--- src/rtl/key_pkg.sv ---
// Shared types and width helpers for the key debounce block.
package key_pkg;

    typedef enum logic [1:0] {UP, WAIT_DN, DOWN, WAIT_UP} key_state_t;

    // Prescaler counter width for a TICK_DIV-cycle period.
    function automatic int unsigned div_width(input int unsigned tick_div);
        return (tick_div < 2) ? 1 : $clog2(tick_div);
    endfunction

    // Channel counter width able to hold 0..DEBOUNCE_TICKS.
    function automatic int unsigned cnt_width(input int unsigned debounce_ticks);
        return (debounce_ticks < 1) ? 1 : $clog2(debounce_ticks + 1);
    endfunction

endpackage

--- src/rtl/key_debounce_ch.sv ---
// One key channel: two-flop synchroniser, debounce FSM with tick counter,
// registered level/press/release outputs and a sticky pending flag.
module key_debounce_ch
    import key_pkg::*;
#(
    parameter int unsigned DEBOUNCE_TICKS = 10,
    parameter bit          ACTIVE_LOW     = 1'b1
) (
    input  logic sys_clk,
    input  logic sys_rst,
    input  logic key_in,
    input  logic tick,
    input  logic event_clr,
    output logic key_level,
    output logic key_press,
    output logic key_release,
    output logic event_pending
);

    localparam int unsigned     CntW    = cnt_width(DEBOUNCE_TICKS);
    localparam logic [CntW-1:0] CntLast = CntW'(DEBOUNCE_TICKS - 1);

    logic [1:0]      sync_q;
    logic            s;
    key_state_t      state_q, state_d;
    logic [CntW-1:0] cnt_q, cnt_d;
    logic            level_q, level_d;
    logic            press_q, press_d;
    logic            release_q, release_d;
    logic            pend_q, pend_d;

    // Synchroniser resets to the released pin level so reset never looks like a press.
    always_ff @(posedge sys_clk or posedge sys_rst) begin
        if (sys_rst) begin
            sync_q  <= {2{ACTIVE_LOW}};
            state_q <= UP;
            cnt_q   <= '0;
        end else begin
            sync_q  <= {sync_q[0], key_in};
            state_q <= state_d;
            cnt_q   <= cnt_d;
        end
    end

    assign s = sync_q[1] ^ ACTIVE_LOW;

    always_comb begin
        state_d = state_q;
        cnt_d   = cnt_q;
        case (state_q)
            UP: begin
                if (s) begin
                    state_d = WAIT_DN;
                    cnt_d   = '0;
                end
            end
            WAIT_DN: begin
                if (!s) begin
                    state_d = UP;
                    cnt_d   = '0;
                end else if (tick) begin
                    if (cnt_q == CntLast) begin
                        state_d = DOWN;
                        cnt_d   = '0;
                    end else begin
                        cnt_d = cnt_q + CntW'(1);
                    end
                end
            end
            DOWN: begin
                if (!s) begin
                    state_d = WAIT_UP;
                    cnt_d   = '0;
                end
            end
            WAIT_UP: begin
                if (s) begin
                    state_d = DOWN;
                    cnt_d   = '0;
                end else if (tick) begin
                    if (cnt_q == CntLast) begin
                        state_d = UP;
                        cnt_d   = '0;
                    end else begin
                        cnt_d = cnt_q + CntW'(1);
                    end
                end
            end
            default: begin
                state_d = UP;
                cnt_d   = '0;
            end
        endcase
    end

    // A clear landing in the strobe cycle loses to the set still held by press_q.
    always_comb begin
        level_d   = (state_d == DOWN) || (state_d == WAIT_UP);
        press_d   = level_d & ~level_q;
        release_d = ~level_d & level_q;
        pend_d    = press_d | press_q | (pend_q & ~event_clr);
    end

    always_ff @(posedge sys_clk or posedge sys_rst) begin
        if (sys_rst) begin
            level_q   <= 1'b0;
            press_q   <= 1'b0;
            release_q <= 1'b0;
            pend_q    <= 1'b0;
        end else begin
            level_q   <= level_d;
            press_q   <= press_d;
            release_q <= release_d;
            pend_q    <= pend_d;
        end
    end

    assign key_level     = level_q;
    assign key_press     = press_q;
    assign key_release   = release_q;
    assign event_pending = pend_q;

endmodule

--- src/rtl/key_debounce_pio.sv ---
// Key conditioning for the PIO input port: shared debounce-tick prescaler
// feeding NUM_KEYS independent debounce channels.
module key_debounce_pio
    import key_pkg::*;
#(
    parameter int unsigned NUM_KEYS       = 8,
    parameter int unsigned TICK_DIV       = 50000,
    parameter int unsigned DEBOUNCE_TICKS = 10,
    parameter bit          ACTIVE_LOW     = 1'b1
) (
    input  logic                sys_clk,
    input  logic                sys_rst,
    input  logic [NUM_KEYS-1:0] key_in,
    input  logic [NUM_KEYS-1:0] event_clr,
    output logic [NUM_KEYS-1:0] key_level,
    output logic [NUM_KEYS-1:0] key_press,
    output logic [NUM_KEYS-1:0] key_release,
    output logic [NUM_KEYS-1:0] event_pending,
    output logic                tick
);

    localparam int unsigned     DivW    = div_width(TICK_DIV);
    localparam logic [DivW-1:0] DivLast = DivW'(TICK_DIV - 1);

    logic [DivW-1:0] div_q, div_d;

    always_ff @(posedge sys_clk or posedge sys_rst) begin
        if (sys_rst) begin
            div_q <= '0;
        end else begin
            div_q <= div_d;
        end
    end

    assign tick = (div_q == DivLast);

    always_comb begin
        div_d = tick ? '0 : div_q + DivW'(1);
    end

    for (genvar i = 0; i < NUM_KEYS; i++) begin : g_ch
        key_debounce_ch #(
            .DEBOUNCE_TICKS (DEBOUNCE_TICKS),
            .ACTIVE_LOW     (ACTIVE_LOW)
        ) u_ch (
            .sys_clk       (sys_clk),
            .sys_rst       (sys_rst),
            .key_in        (key_in[i]),
            .tick          (tick),
            .event_clr     (event_clr[i]),
            .key_level     (key_level[i]),
            .key_press     (key_press[i]),
            .key_release   (key_release[i]),
            .event_pending (event_pending[i])
        );
    end

endmodule
--- config.mk ---
export PLATFORM = sky130hd
export DESIGN_NAME = key_debounce_pio
export DESIGN_NICKNAME = d
export VERILOG_FILES = /design/src/rtl/key_pkg.sv /design/src/rtl/key_debounce_ch.sv /design/src/rtl/key_debounce_pio.sv
export SDC_FILE = /design/constraint.sdc
export NUM_CORES = 1
export LEC_CHECK = 0
export ABC_AREA = 1
export CAP_MARGIN = 20
export CORE_ASPECT_RATIO = 0.75
export CORE_MARGIN = 1
export CORE_UTILIZATION = 49
export DETAILED_ROUTE_END_ITERATION = 8
export PLACE_DENSITY = 0.69
export REMOVE_ABC_BUFFERS = 1
export SETUP_SLACK_MARGIN = 0.02
export SYNTH_ARGS = -nofsm -noshare
export SYNTH_HDL_FRONTEND = slang
export SYNTH_SLANG_ARGS = --single-unit
--- constraint.sdc ---
create_clock -name sys_clk -period 5.7 [get_ports sys_clk]
set_input_delay 0.855 -clock sys_clk [delete_from_list [all_inputs] [get_ports sys_clk]]
set_output_delay 0.855 -clock sys_clk [all_outputs]
set_load 0.01 [all_outputs]
======== Word-level counts from Yosys, hierarchy flattened ========
Cells that the tools add are included.
storage, ports and cells
  logic and storage cells ................. 348
  bits of input ports ..................... 18
  flip-flop bits (word level) ............. 112
cells by class
  reduce and logical (&&, ||, !) cells .... 24
  $add $sub $neg .......................... 9
  bitwise operators ....................... 64
  multiplexer cells ....................... 129
  equality and inequality tests ........... 65
operators with widths
  cell                                                   count
  2-to-1 mux 4 bit                                       48
  2-to-1 mux 2 bit                                       64
  one-hot mux 4 bit (4 select lines)                     8
  equality test 2 bit, second input constant             32
  one-hot mux 2 bit (4 select lines)                     8
  adder 4 x 1 -> 4 bit, second input constant            8
  equality test 4 bit, second input constant             8
  AND 1 bit                                              24
  inverter 1 bit                                         24
  adder 16 x 1 -> 16 bit, second input constant          1
  equality test 16 bit, second input constant            1
  equality test 2 x 1 -> 1 bit, second input constant    8
  logical NOT 2 bit                                      8
  2-to-1 mux 16 bit                                      1
  inequality test 2 x 1 -> 1 bit, second input constant  8
  inequality test 2 bit, second input constant           8
  OR 1 bit                                               16
  AND reduction 2 bit                                    8
  logical OR 1 bit                                       8

======== Logic depth before layout (Yosys ltp) ========
  depth after elaboration ................. 10
  gate-level depth with buffers ........... 11
  gate-level depth less buffers ........... 10

======== Hierarchy ========
From an unflattened synthesis, not the netlist that was laid out.
unflattened totals
  cell total of the unflattened synthesis .. 593
  area total of the unflattened synthesis .. 5266.3 um^2
by module, submodules not included
  module            times used  area an instance (um^2)  cells an instance
  key_debounce_ch   8           544.3                    59
  key_debounce_pio  1           912.1                    121

======== Worst setup path before layout ========
Ideal clock, no wire load.
  path kind ............................... reg2out
  start point ............................. register div_q[0]
  end point ............................... output tick
  data arrival time ....................... 1.159 ns
  data required time ...................... 4.845 ns
  slack ................................... 3.686 ns
  cell stages (with the launch flop) ...... 8
  path through ............................ dfrtp_1 -> ha_1 -> nand3_2 -> clkinv_1 -> nand2_1 -> nor2_2 -> buf_6 -> buf_6
on the way
  word-level cells in the longest chain between the ends .. 1
ends and longest elaborated chain
  what                    line                    source
  start, declared         key_debounce_pio.sv:25  logic [DivW-1:0] div_q, div_d;
  start signal, assigned  key_debounce_pio.sv:31  div_q <= div_d;
  equality test 16 bit    key_debounce_pio.sv:35  assign tick = (div_q == DivLast);
  end, declared           key_debounce_pio.sv:19  output logic tick
Every way passes these cells.

======== Final worst setup path ========
Same ends and word-level chain as after synthesis.

==> flow_metrics.py <==
metrics = {
    "status": {
        "status": "finished clean",
    },
    "detailed_routing": {
        "wire_per_inst_um": 11.7,
        "top_layer": "met4",
        "vias": 4397,
        "wirelength_mm": 10.5,
        "postRouteAntennaNets": 0,
        "route.met2.wl_mm": 5.01,
        "drt_iter0_markers": 332,
        "drt_pass1_iterations": 8,
        "vias_per_cell": 4.87,
        "met3_length_um": 443,
        "drc": 0,
        "wl_met1_mm": 4.92,
    },
    "power_and_ir_drop": {
        "leakagePower_nw": 3.43,
        "ir_worst_vdd_uv": 147,
        "powerDensity_mw_per_mm2": 232,
    },
    "placed_design": {
        "port_buffers": 50,
        "placed_area_mm2": 0.00614,
        "gp_congestion": 0.818,
        "hpwlAfterDp_mm": 7.13,
    },
    "timing": {
        "setup_viol": 0,
        "period_share_pct": 48.8,
        "finalHoldViolations": 0,
        "slew_violations": 0,
        "finalCriticalPeriod_ns": 2.78,
        "tightestPinTransition_ns": 0.563,
        "tns_ns": 0,
        "max_freq_mhz": 360,
        "rsz0062_at_grt": "no",
        "skew_ns": 0.00638,
        "hold_ws_ns": 0.358,
        "relSlewSlack_pct": 62.3,
    },
    "worst_hold_path": {
        "hp-class": "reg -> reg",
        "hold_start": "g_ch[3].u_ch.sync_q[0]",
    },
    "floorplan": {
        "rows": 33,
        "fp.coreArea_mm2": 0.0112,
        "die_h_um": 95.9,
        "ios": 51,
        "start_util_pct": 51.5,
        "die-area_mm2": 0.0122,
        "fp.dieW_um": 127,
    },
    "yosys": {
        "synth.largest_area_cell": "dfrtp_1",
        "synthCells": 719,
        "ys_top_cells_by_area": "dfrtp_1 42%, nand2_1 14%, inv_1 7.5%",
        "async_flop_share_pct": 100,
        "yosys_warnings": 0,
        "yosysMostFrequentCell": "nand2_1",
        "netlist_top_cells_count": "219 x nand2_1, 115 x inv_1, 96 x dfrtp_1",
        "netlist_area_mm2": 0.00576,
        "ys.flop_type": "dfrtp_1",
        "avgSynthCellArea_um2": 8.02,
        "synth_top_area_share_pct": 41.7,
        "yosysSeqAreaShare_pct": 49.0,
        "ys_types": 26,
        "synth_edf_count": 0,
        "ys_ff_latch": 112,
    },
    "layout": {
        "multi_input_area_mm2": 0.00214,
        "syn_to_final_growth_pct": 12.2,
        "design_area_mm2": 0.00647,
        "nets": 776,
        "diodes": 0,
        "seq_area_mm2": 0.00282,
        "drive_above_1_share_pct": 6.57,
        "n_fill_cell": 973,
    },
    "clock_tree": {
        "cts_buffer_depth": 2,
        "cts_resized": 0,
        "clock-sinks": 112,
        "cts_buffers": 9,
        "insertion_delay_ns": 0.35,
        "clock-root-buffer": "clkbuf_16",
        "clk_pin_slew_worst_paths_ns": 0.07,
        "cts_htree_levels": 3,
        "cts_hold_buf": 0,
        "post_cts_buffers": 0,
        "cts_tree": "built",
    },
    "grt": {
        "grt_pass1_wl_mm": 18.2,
        "grt_max_degree": 87,
        "grt_overflow_total": 0,
        "track_usage_pct": 18.9,
        "antenna_found_initial": 0,
        "grt_pass1_vias": 4241,
    },
    "critical_path": {
        "cp-start-kind": "flip-flop",
        "crit_end": "tick",
        "crit_path_end_kind": "output port",
        "startpoint": "div_q[0]",
        "regToRegStartpoint": "div_q[0]",
        "reg2regPathDepth": 9,
        "crit_required_ns": 4.85,
        "ff2ff_setup_slack_ns": 3.40,
        "crit_fanout": 3,
        "setup.worst_path.class": "reg -> out",
        "worstPathArrival_ns": 1.93,
        "regToRegEndpoint": "g_ch[2].u_ch.event_pending",
    },
    "flow_run": {
        "cap_viol_max_count": 0,
    },
}
## flip-flops by register name (all words and copies together), names as in the netlist
signal / count
div_q: 16
g_ch.u_ch.key_press: 8
g_ch.u_ch.cnt_q: 32
g_ch.u_ch.key_release: 8
g_ch.u_ch.key_level: 8
g_ch.u_ch.event_pending: 8
g_ch.u_ch.sync_q: 16
g_ch.u_ch.state_q: 16
## kinds of logic (layout without fill, tap and decap cells)
| group | after synthesis | after routing | share of synthesized area, % |
|---|---|---|---|
| buffers and inverters | 164 | 191 | 13.9 |
| and+or+nand+nor | 365 | 365 | 27.3 |
| AOI/OAI and AO/OA | 52 | 52 | 4.78 |
| xor gates and xnor gates | 9 | 9 | 1.37 |
| DFF | 112 | 112 | 49.0 |
| adders and majority gates | 17 | 17 | 3.69 |
## worst max-delay path, cell delays in order, from the launching register on
cell and delay, ns:
dfrtp_1 0.37, ha_1 0.22, nand3_2 0.10, clkinv_1 0.08, nand2_1 0.06, nor2_2 0.16, clkdlybuf4s50_1 0.56
## how the worst min path moves through the flow
| stage | endpoint | slack (ns) | cells after the start |
|---|---|---|---|
| finish | g_ch[3].u_ch.sync_q[1] | 0.36 | 0 |
| global route | g_ch[6].u_ch.sync_q[1] | 0.36 | 0 |
| CTS | g_ch[7].u_ch.sync_q[1] | 0.36 | 0 |
| detailed placement | g_ch[6].u_ch.sync_q[1] | 0.35 | 0 |
| global placement | g_ch[5].u_ch.sync_q[1] | 0.35 | 0 |
| floorplan | g_ch[0].u_ch.sync_q[1] | 0.35 | 0 |
## layer usage
layer / global-route usage, % / vias to the layer above
met5: 0 / -
met4: 7.34 / 0
met3: 4.72 / 16
met2: 33.2 / 97
met1: 22.7 / 2030
li1: - / 2254
## final cells by class
class,instances,share of cell area [%]
clock buffer,10,3.54
clock inverter,6,1.08
inverter,121,7.06
multi-input combinational,443,33.1
sequential,112,43.6
tap,157,3.04
timing repair buffer,54,8.51
## power breakdown
part	internal [mW]	switching, mW	leakage, nW
Clock	0.343	0.287	0.135
Combinational	0.0195	0.0336	1.82
Sequential	0.807	0.00834	1.48
## cells in the final DEF (no fill, tap or decap), types with 4 or more instances in the layout
cell	synthesis	routed
nand2_1	219	219
inv_1	115	114
dfrtp_1	96	96
nor2_1	53	53
nand3_1	50	50
clkdlybuf4s50_1	0	50
nand4_1	19	19
o21ai_0	18	18
ha_1	17	17
dfstp_2	16	16
a21oi_1	13	13
o21ai_1	9	9
xor2_1	9	9
clkbuf_16	0	9
nor3_1	8	8
a31oi_1	8	8
nand3b_1	6	6
inv_2	4	4
o22ai_1	4	4
## through the flow
stage | util (%) | std cells | power, mW | setup slack, ns
2_1_floorplan | - | 676 | 0.859 | 1.91
3_3_place_gp | 54.9 | 886 | 0.880 | 3.18
3_5_place_dp | 54.9 | 886 | 0.882 | 3.17
4_1_cts | 57.6 | 902 | 1.52 | 2.89
5_1_grt | 57.8 | 903 | 1.56 | 2.81
6_report | 57.8 | 903 | 1.50 | 2.92
(Power assumes the default switching activity.)
